[config.mk]
export PLATFORM = sky130hd
export DESIGN_NAME = pulse
export DESIGN_NICKNAME = d
export VERILOG_FILES = /design/src/rtl/pulse_pkg.sv /design/src/rtl/pulse_clk_div_even.sv /design/src/rtl/pulse.sv
export SDC_FILE = /design/constraint.sdc
export NUM_CORES = 1
export LEC_CHECK = 0
export ABC_AREA = 0
export CAP_MARGIN = 20
export CORE_UTILIZATION = 40
export DETAILED_ROUTE_END_ITERATION = 7
export PLACE_DENSITY = 0.57
export SETUP_SLACK_MARGIN = 0.15
export SYNTH_ARGS = -nofsm -noshare
export SYNTH_HDL_FRONTEND = slang
export SYNTH_SLANG_ARGS = --single-unit
[constraint.sdc]
create_clock -name clk_in -period 1.7 [get_ports clk_in]
set_clock_uncertainty 0.2 [all_clocks]
set_input_delay 0.255 -clock clk_in [delete_from_list [all_inputs] [get_ports clk_in]]
set_output_delay 0.255 -clock clk_in [all_outputs]
set_load 0.005 [all_outputs]
[src/rtl/pulse_pkg.sv]
// -----------------------------------------------------------------------------
// pulse_pkg
// Shared constants and helpers for the pulse clock-divider slice.
//   DIV_A_DEF, DIV_B_DEF : default division ratios (100 and 200).
//   cnt_width()          : half-period counter width, clog2(DIV/2), minimum 1.
//   div_ok()             : true when a ratio is even and at least 2.
// -----------------------------------------------------------------------------
package pulse_pkg;

  localparam int unsigned DIV_A_DEF = 100;
  localparam int unsigned DIV_B_DEF = 200;

  // DIV = 2 gives a half period of one cycle. clog2(1) is 0, so this case is
  // clamped to keep a real 1-bit counter.
  function automatic int unsigned cnt_width(input int unsigned div);
    int unsigned half;
    half = div / 2;
    return (half <= 2) ? 1 : $clog2(half);
  endfunction

  function automatic bit div_ok(input int unsigned div);
    return (div >= 2) && ((div % 2) == 0);
  endfunction

endpackage : pulse_pkg

[src/rtl/pulse_clk_div_even.sv]
// -----------------------------------------------------------------------------
// clk_div_even
// Even-ratio 50%-duty divider. It produces a registered square wave with a
// period of DIV clk_in cycles. The output first rises on the DIV/2-th rising
// edge after rst is released.
// Optional feature macro: PULSE_STROBE_EN. When it is defined, the module adds
// a one-cycle tick that is registered on the edge where clk_out rises.
// Ports:
//   clk_in  : input,  system clock, rising-edge active
//   rst     : input,  synchronous active-high reset
//   clk_out : output, registered square wave, period DIV cycles
//   tick    : output, one-cycle strobe on each clk_out rise (PULSE_STROBE_EN)
// -----------------------------------------------------------------------------
module clk_div_even
  import pulse_pkg::*;
#(
  parameter int unsigned DIV = 100
) (
  input  logic clk_in,
  input  logic rst,
`ifdef PULSE_STROBE_EN
  output logic tick,
`endif
  output logic clk_out
);

  localparam int unsigned HALF = DIV / 2;
  localparam int unsigned W    = cnt_width(DIV);
  localparam logic [W-1:0] LAST = W'(HALF - 1);

  if (!div_ok(DIV)) begin : g_bad_div
    $error("clk_div_even: DIV must be even and >= 2");
  end

  logic [W-1:0] cnt;
  logic         wrap;

  assign wrap = (cnt == LAST);

  // NOTE: all state here is updated with non-blocking assignments, so every
  // flop samples the values from before the edge. This keeps clk_out and tick
  // consistent with the counter regardless of the statement order.
  always_ff @(posedge clk_in) begin
    if (rst) begin
      cnt     <= '0;
      clk_out <= 1'b0;
    end else if (wrap) begin
      cnt     <= '0;
      clk_out <= ~clk_out;
    end else if (cnt > LAST) begin
      // This state is unreachable in normal operation. It recovers from an
      // upset without disturbing the output phase.
      cnt     <= '0;
    end else begin
      cnt     <= cnt + W'(1);
    end
  end

`ifdef PULSE_STROBE_EN
  // The tick fires on the same edge that takes clk_out from 0 to 1.
  always_ff @(posedge clk_in) begin
    if (rst) begin
      tick <= 1'b0;
    end else begin
      tick <= wrap && !clk_out;
    end
  end
`endif

endmodule : clk_div_even

[src/rtl/pulse.sv]
// -----------------------------------------------------------------------------
// pulse
// Fixed-ratio divided-clock generator for the 100 MHz board clock. It produces
// two phase-aligned 50%-duty square waves at clk_in/DIV_A and clk_in/DIV_B.
// Both outputs come directly from flops. They are meant as data or enable
// sources and are not meant to drive clock trees.
// Optional feature macro: PULSE_STROBE_EN. When it is defined, the module adds
// tick_100 and tick_200, which are one-cycle strobes on each rising edge of
// the matching output.
// Ports:
//   clk_in      : input,  100 MHz system clock, rising-edge active
//   rst         : input,  synchronous active-high reset
//   clk_div_100 : output, square wave, period DIV_A cycles
//   clk_div_200 : output, square wave, period DIV_B cycles
//   tick_100    : output, strobe on clk_div_100 rise (PULSE_STROBE_EN)
//   tick_200    : output, strobe on clk_div_200 rise (PULSE_STROBE_EN)
// -----------------------------------------------------------------------------
module pulse
  import pulse_pkg::*;
#(
  parameter int unsigned DIV_A = DIV_A_DEF,
  parameter int unsigned DIV_B = DIV_B_DEF
) (
  input  logic clk_in,
  input  logic rst,
`ifdef PULSE_STROBE_EN
  output logic tick_100,
  output logic tick_200,
`endif
  output logic clk_div_100,
  output logic clk_div_200
);

  if (!div_ok(DIV_A)) begin : g_bad_div_a
    $error("pulse: DIV_A must be even and >= 2");
  end

  if (!div_ok(DIV_B)) begin : g_bad_div_b
    $error("pulse: DIV_B must be even and >= 2");
  end

  // Both channels start counting on the same edge after reset. This gives the
  // phase relation: every rise of the slow output lines up with a fall of the
  // fast one.
  clk_div_even #(.DIV(DIV_A)) u_div_a (
    .clk_in  (clk_in),
    .rst     (rst),
`ifdef PULSE_STROBE_EN
    .tick    (tick_100),
`endif
    .clk_out (clk_div_100)
  );

  clk_div_even #(.DIV(DIV_B)) u_div_b (
    .clk_in  (clk_in),
    .rst     (rst),
`ifdef PULSE_STROBE_EN
    .tick    (tick_200),
`endif
    .clk_out (clk_div_200)
  );

endmodule : pulse

==> results by group <==
STA
  – Fin. Hold Viols: 0
  – Max_slew headroom: 0.711
  – TNS Setup: 0 ns
  – Fmax: 0.655 GHz
  – Final period utilization: 0.898
  – Final Max Slew Viols: 0
  – Tmin final: 1.53 ns
  – RSZ-0062 raised after global routing: yes
  – # setup viols final: 0
  – Worst-Margin Slew: 0.428 ns

Detailed routing
  – Post-Route WL: 1320 um
  – Vias post-DR: 574
  – DR pass1 iterations: 4
  – Vias per cell: 5.17
  – Violation count after the first detailed-route iteration: 15
  – Residual DRC count: 0
  – DR WL/cell: 11.9 um
  – Final ANT Viol Nets: 0

Synthesis
  – Combinational family with the most area after synthesis: simple AND/OR/NAND/NOR gates
  – Share of the synthesized area in the top cell type: 0.449
  – Post-synth top area cell: dfxtp_1
  – Post-synthesis simple-gate area fraction: 0.217
  – Unique masters post-synth: 18
  – #FFs+latches synth: 15
  – Dominant cells by area after synthesis: dfxtp_1, ha_1, nor2_1
  – Net Count, Synth: 82
  – Sequential share of the synthesized area: 0.449
  – Post-synthesis xor/xnor area fraction: 0.0785
  – Synth Area in Compound Gates: 0.136
  – Mapped Avg Cell Area: 8.81 um^2
  – Multiplexer share of the synthesized area: 0
  – Warnings, synthesis: 0
  – Synth Area in Adders: 0.0748
  – Synth Instances: 76
  – Synth Cell Area: 669 um^2

Clocking
  – Clk_lat worst skew: 0.27 ns
  – Clock transition at the registers of the reported paths: 0.09 ns
  – Maximum clock path buffer count: 2
  – Root Driver: clkbuf_4
  – Number of CTS-inserted buffers: 3
  – TritonCTS clock tree: done
  – Clock sink count: 15
  – Hold-fix buffers at CTS: 0
  – Htree depth: 1

Power and ir drop
  – VDD IR max: 0.473 mV
  – Comb pwr share: 0.150
  – P_int: 0.000513 W
  – NetSw: 0.000174 W
  – Clock share of power: 0.297
  – Flop pwr share: 0.553
  – Sw frac: 0.253
  – Lkg Pwr: 0.372 nW
  – PwrDens: 722 nW/um^2

Floorplan
  – Starting density of the core: 0.434
  – FP Rows: 14
  – # IOs: 4
  – Die X: 42.9 um
  – Core Area: 1540 um^2
  – Die Y: 42.9 um
  – Die area: 1840 um^2

Global routing
  – First-pass GRT wire length: 2350 um
  – Antenna violations before repair: 0
  – Grt ovf: 0
  – Vias in the first global route: 592
  – Largest net degree at the start of global routing: 9
  – Gr usage total: 0.169

Setup path
  – CP Cell Sequence: inv_2, ha_4, inv_1, or4b_4, a21oi_2
  – CP arrival: 1.54 ns
  – Worst Setup End Kind: flop
  – CP bufs+invs: 2
  – Largest fanout on the critical path: 2
  – CP Launch Type: flop
  – Crit-path slowest cell: or4b_4
  – CP peak stage delay: 0.51 ns
  – Cell family with most CP delay: simple AND/OR/NAND/NOR gates
  – Required @ worst endpoint: 1.71 ns
  – Critical path class: flop to flop

Final layout
  – Post-route cell area: 952 um^2
  – Layout area overhead: 42.2%
  – NumNets Final: 102
  – # diodes: 0
  – Layout cells sized above 1: 0.432

Placed design
  – Dpl hpwl: 869 um
  – GPL Wtd Cong: 0.763
  – DP Area: 772 um^2
  – PortBufs: 3

Outcome
  – Status: finished, final reports clean

Hold path
  – Hold Path Class: flop to flop

Job
  – Max Cap Viol: 0
## kinds of logic after synthesis
family	after synthesis
AO/OA/AOI/OAI	14
XOR/XNOR	6
adder cells (fa/ha/maj)	4
buffers and inverters	8
flip-flops	15
AND/OR/NAND/NOR	29
## state kept, by name, summed over array words and instances, names as in the netlist
| name | count |
|---|---|
| u_div_a.cnt | 6 |
| u_div_b.cnt | 7 |
| u_div_b.clk_out | 1 |
| u_div_a.clk_out | 1 |
## placed cells by master (no fill, tap or decap)
master / instances
ha_2: 1
clkbuf_1: 1
dfxtp_4: 3
inv_4: 1
dfxtp_1: 6
clkdlybuf4s50_1: 1
xnor2_1: 2
nand3_1: 6
a21oi_1: 2
ha_4: 2
nor4b_4: 1
o221ai_1: 2
nand2_1: 5
inv_1: 6
or3_1: 3
buf_6: 1
nor2_2: 3
o21ai_1: 1
or3_4: 2
or4b_4: 1
dlygate4sd2_1: 1
o41ai_1: 1
a21oi_2: 3
clkbuf_4: 3
dlymetal6s2s_1: 1
a2111oi_4: 1
buf_4: 11
o21ai_0: 4
xor2_1: 4
ha_1: 1
dfxtp_2: 6
nor2_1: 7
nor2_4: 1
inv_2: 1
## cell type report
class	count	area, um^2
Clock buffer	4	26.3
Fill cell	136	589
Inverter	8	32.5
Multi-Input combinational cell	53	429
Sequential cell	15	319
Tap cell	16	20.0
Timing Repair Buffer	15	125
## metal layers
layer / part of all wire / vias to the layer above / GRT usage
met3: 0.042 / 2 / 0.0383
met1: 0.49 / 261 / 0.231
met4: 0.014 / 0 / 0.0750
met2: 0.45 / 11 / 0.252
li1: - / 300 / -
met5: 0 / - / 0
## worst register-to-register path, cell delays in order, from the launching register on
cell     delay (ns)
dfxtp_2        0.33
inv_2          0.07
ha_4           0.14
inv_1          0.05
or4b_4         0.51
a21oi_2        0.16
## timing repair
action / CTS / global route
setup buffers: 5 / 2
pin swaps: 1 / 6
endpoints found under the setup margin: 4 / 14
resized for setup: 7 / 24
## cell usage after synthesis, drive strengths merged
| cell | count |
|---|---|
| xor2 | 4 |
| or3 | 5 |
| o21ai | 5 |
| dfxtp | 15 |
| a21oi | 5 |
| nor2 | 11 |
| a2111oi | 1 |
| xnor2 | 2 |
| inv | 8 |
| o41ai | 1 |
| o221ai | 2 |
| nor4b | 1 |
| nand2 | 5 |
| ha | 4 |
| or4b | 1 |
| nand3 | 6 |
## power by group through the flow
stage	registers, W	logic (W)	clock network [W]
after floorplan	0.000386	0.0000411	0
after global placement	0.000388	0.0000627	0
after detailed placement	0.000388	0.0000640	0
after CTS	0.000378	0.0000777	0.000209
after global routing	0.000383	0.000117	0.000228
final	0.000380	0.000103	0.000204
## metrics by stage
| stage | instances | hold slack, ns | worst slack, ns | total power (W) | utilization |
|---|---|---|---|---|---|
| 6_report | 111 | 0.266 | 0.173 | 0.000687 | 0.618 |
| 5_1_grt | 111 | 0.281 | 0.122 | 0.000727 | 0.618 |
| 2_1_floorplan | 76 | 0.124 | 0.173 | 0.000427 | - |
| 3_5_place_dp | 100 | 0.267 | 0.114 | 0.000452 | 0.501 |
| 3_3_place_gp | 100 | 0.265 | 0.151 | 0.000450 | 0.501 |
| 4_1_cts | 109 | 0.253 | 0.116 | 0.000664 | 0.550 |
## path summary, 6_finish.rpt
path / start / endpoint / slack (ns) / cells after the start
max: u_div_a.cnt[1] / u_div_a.clk_out / 0.17 / 5
min: u_div_b.cnt[0] / u_div_b.cnt[0] / 0.27 / 1
max reg2reg: u_div_a.cnt[1] / u_div_a.clk_out / 0.17 / 5
min reg2reg: u_div_b.cnt[0] / u_div_b.cnt[0] / 0.27 / 1
No activity file was read; power rests on OpenSTA's default activity.
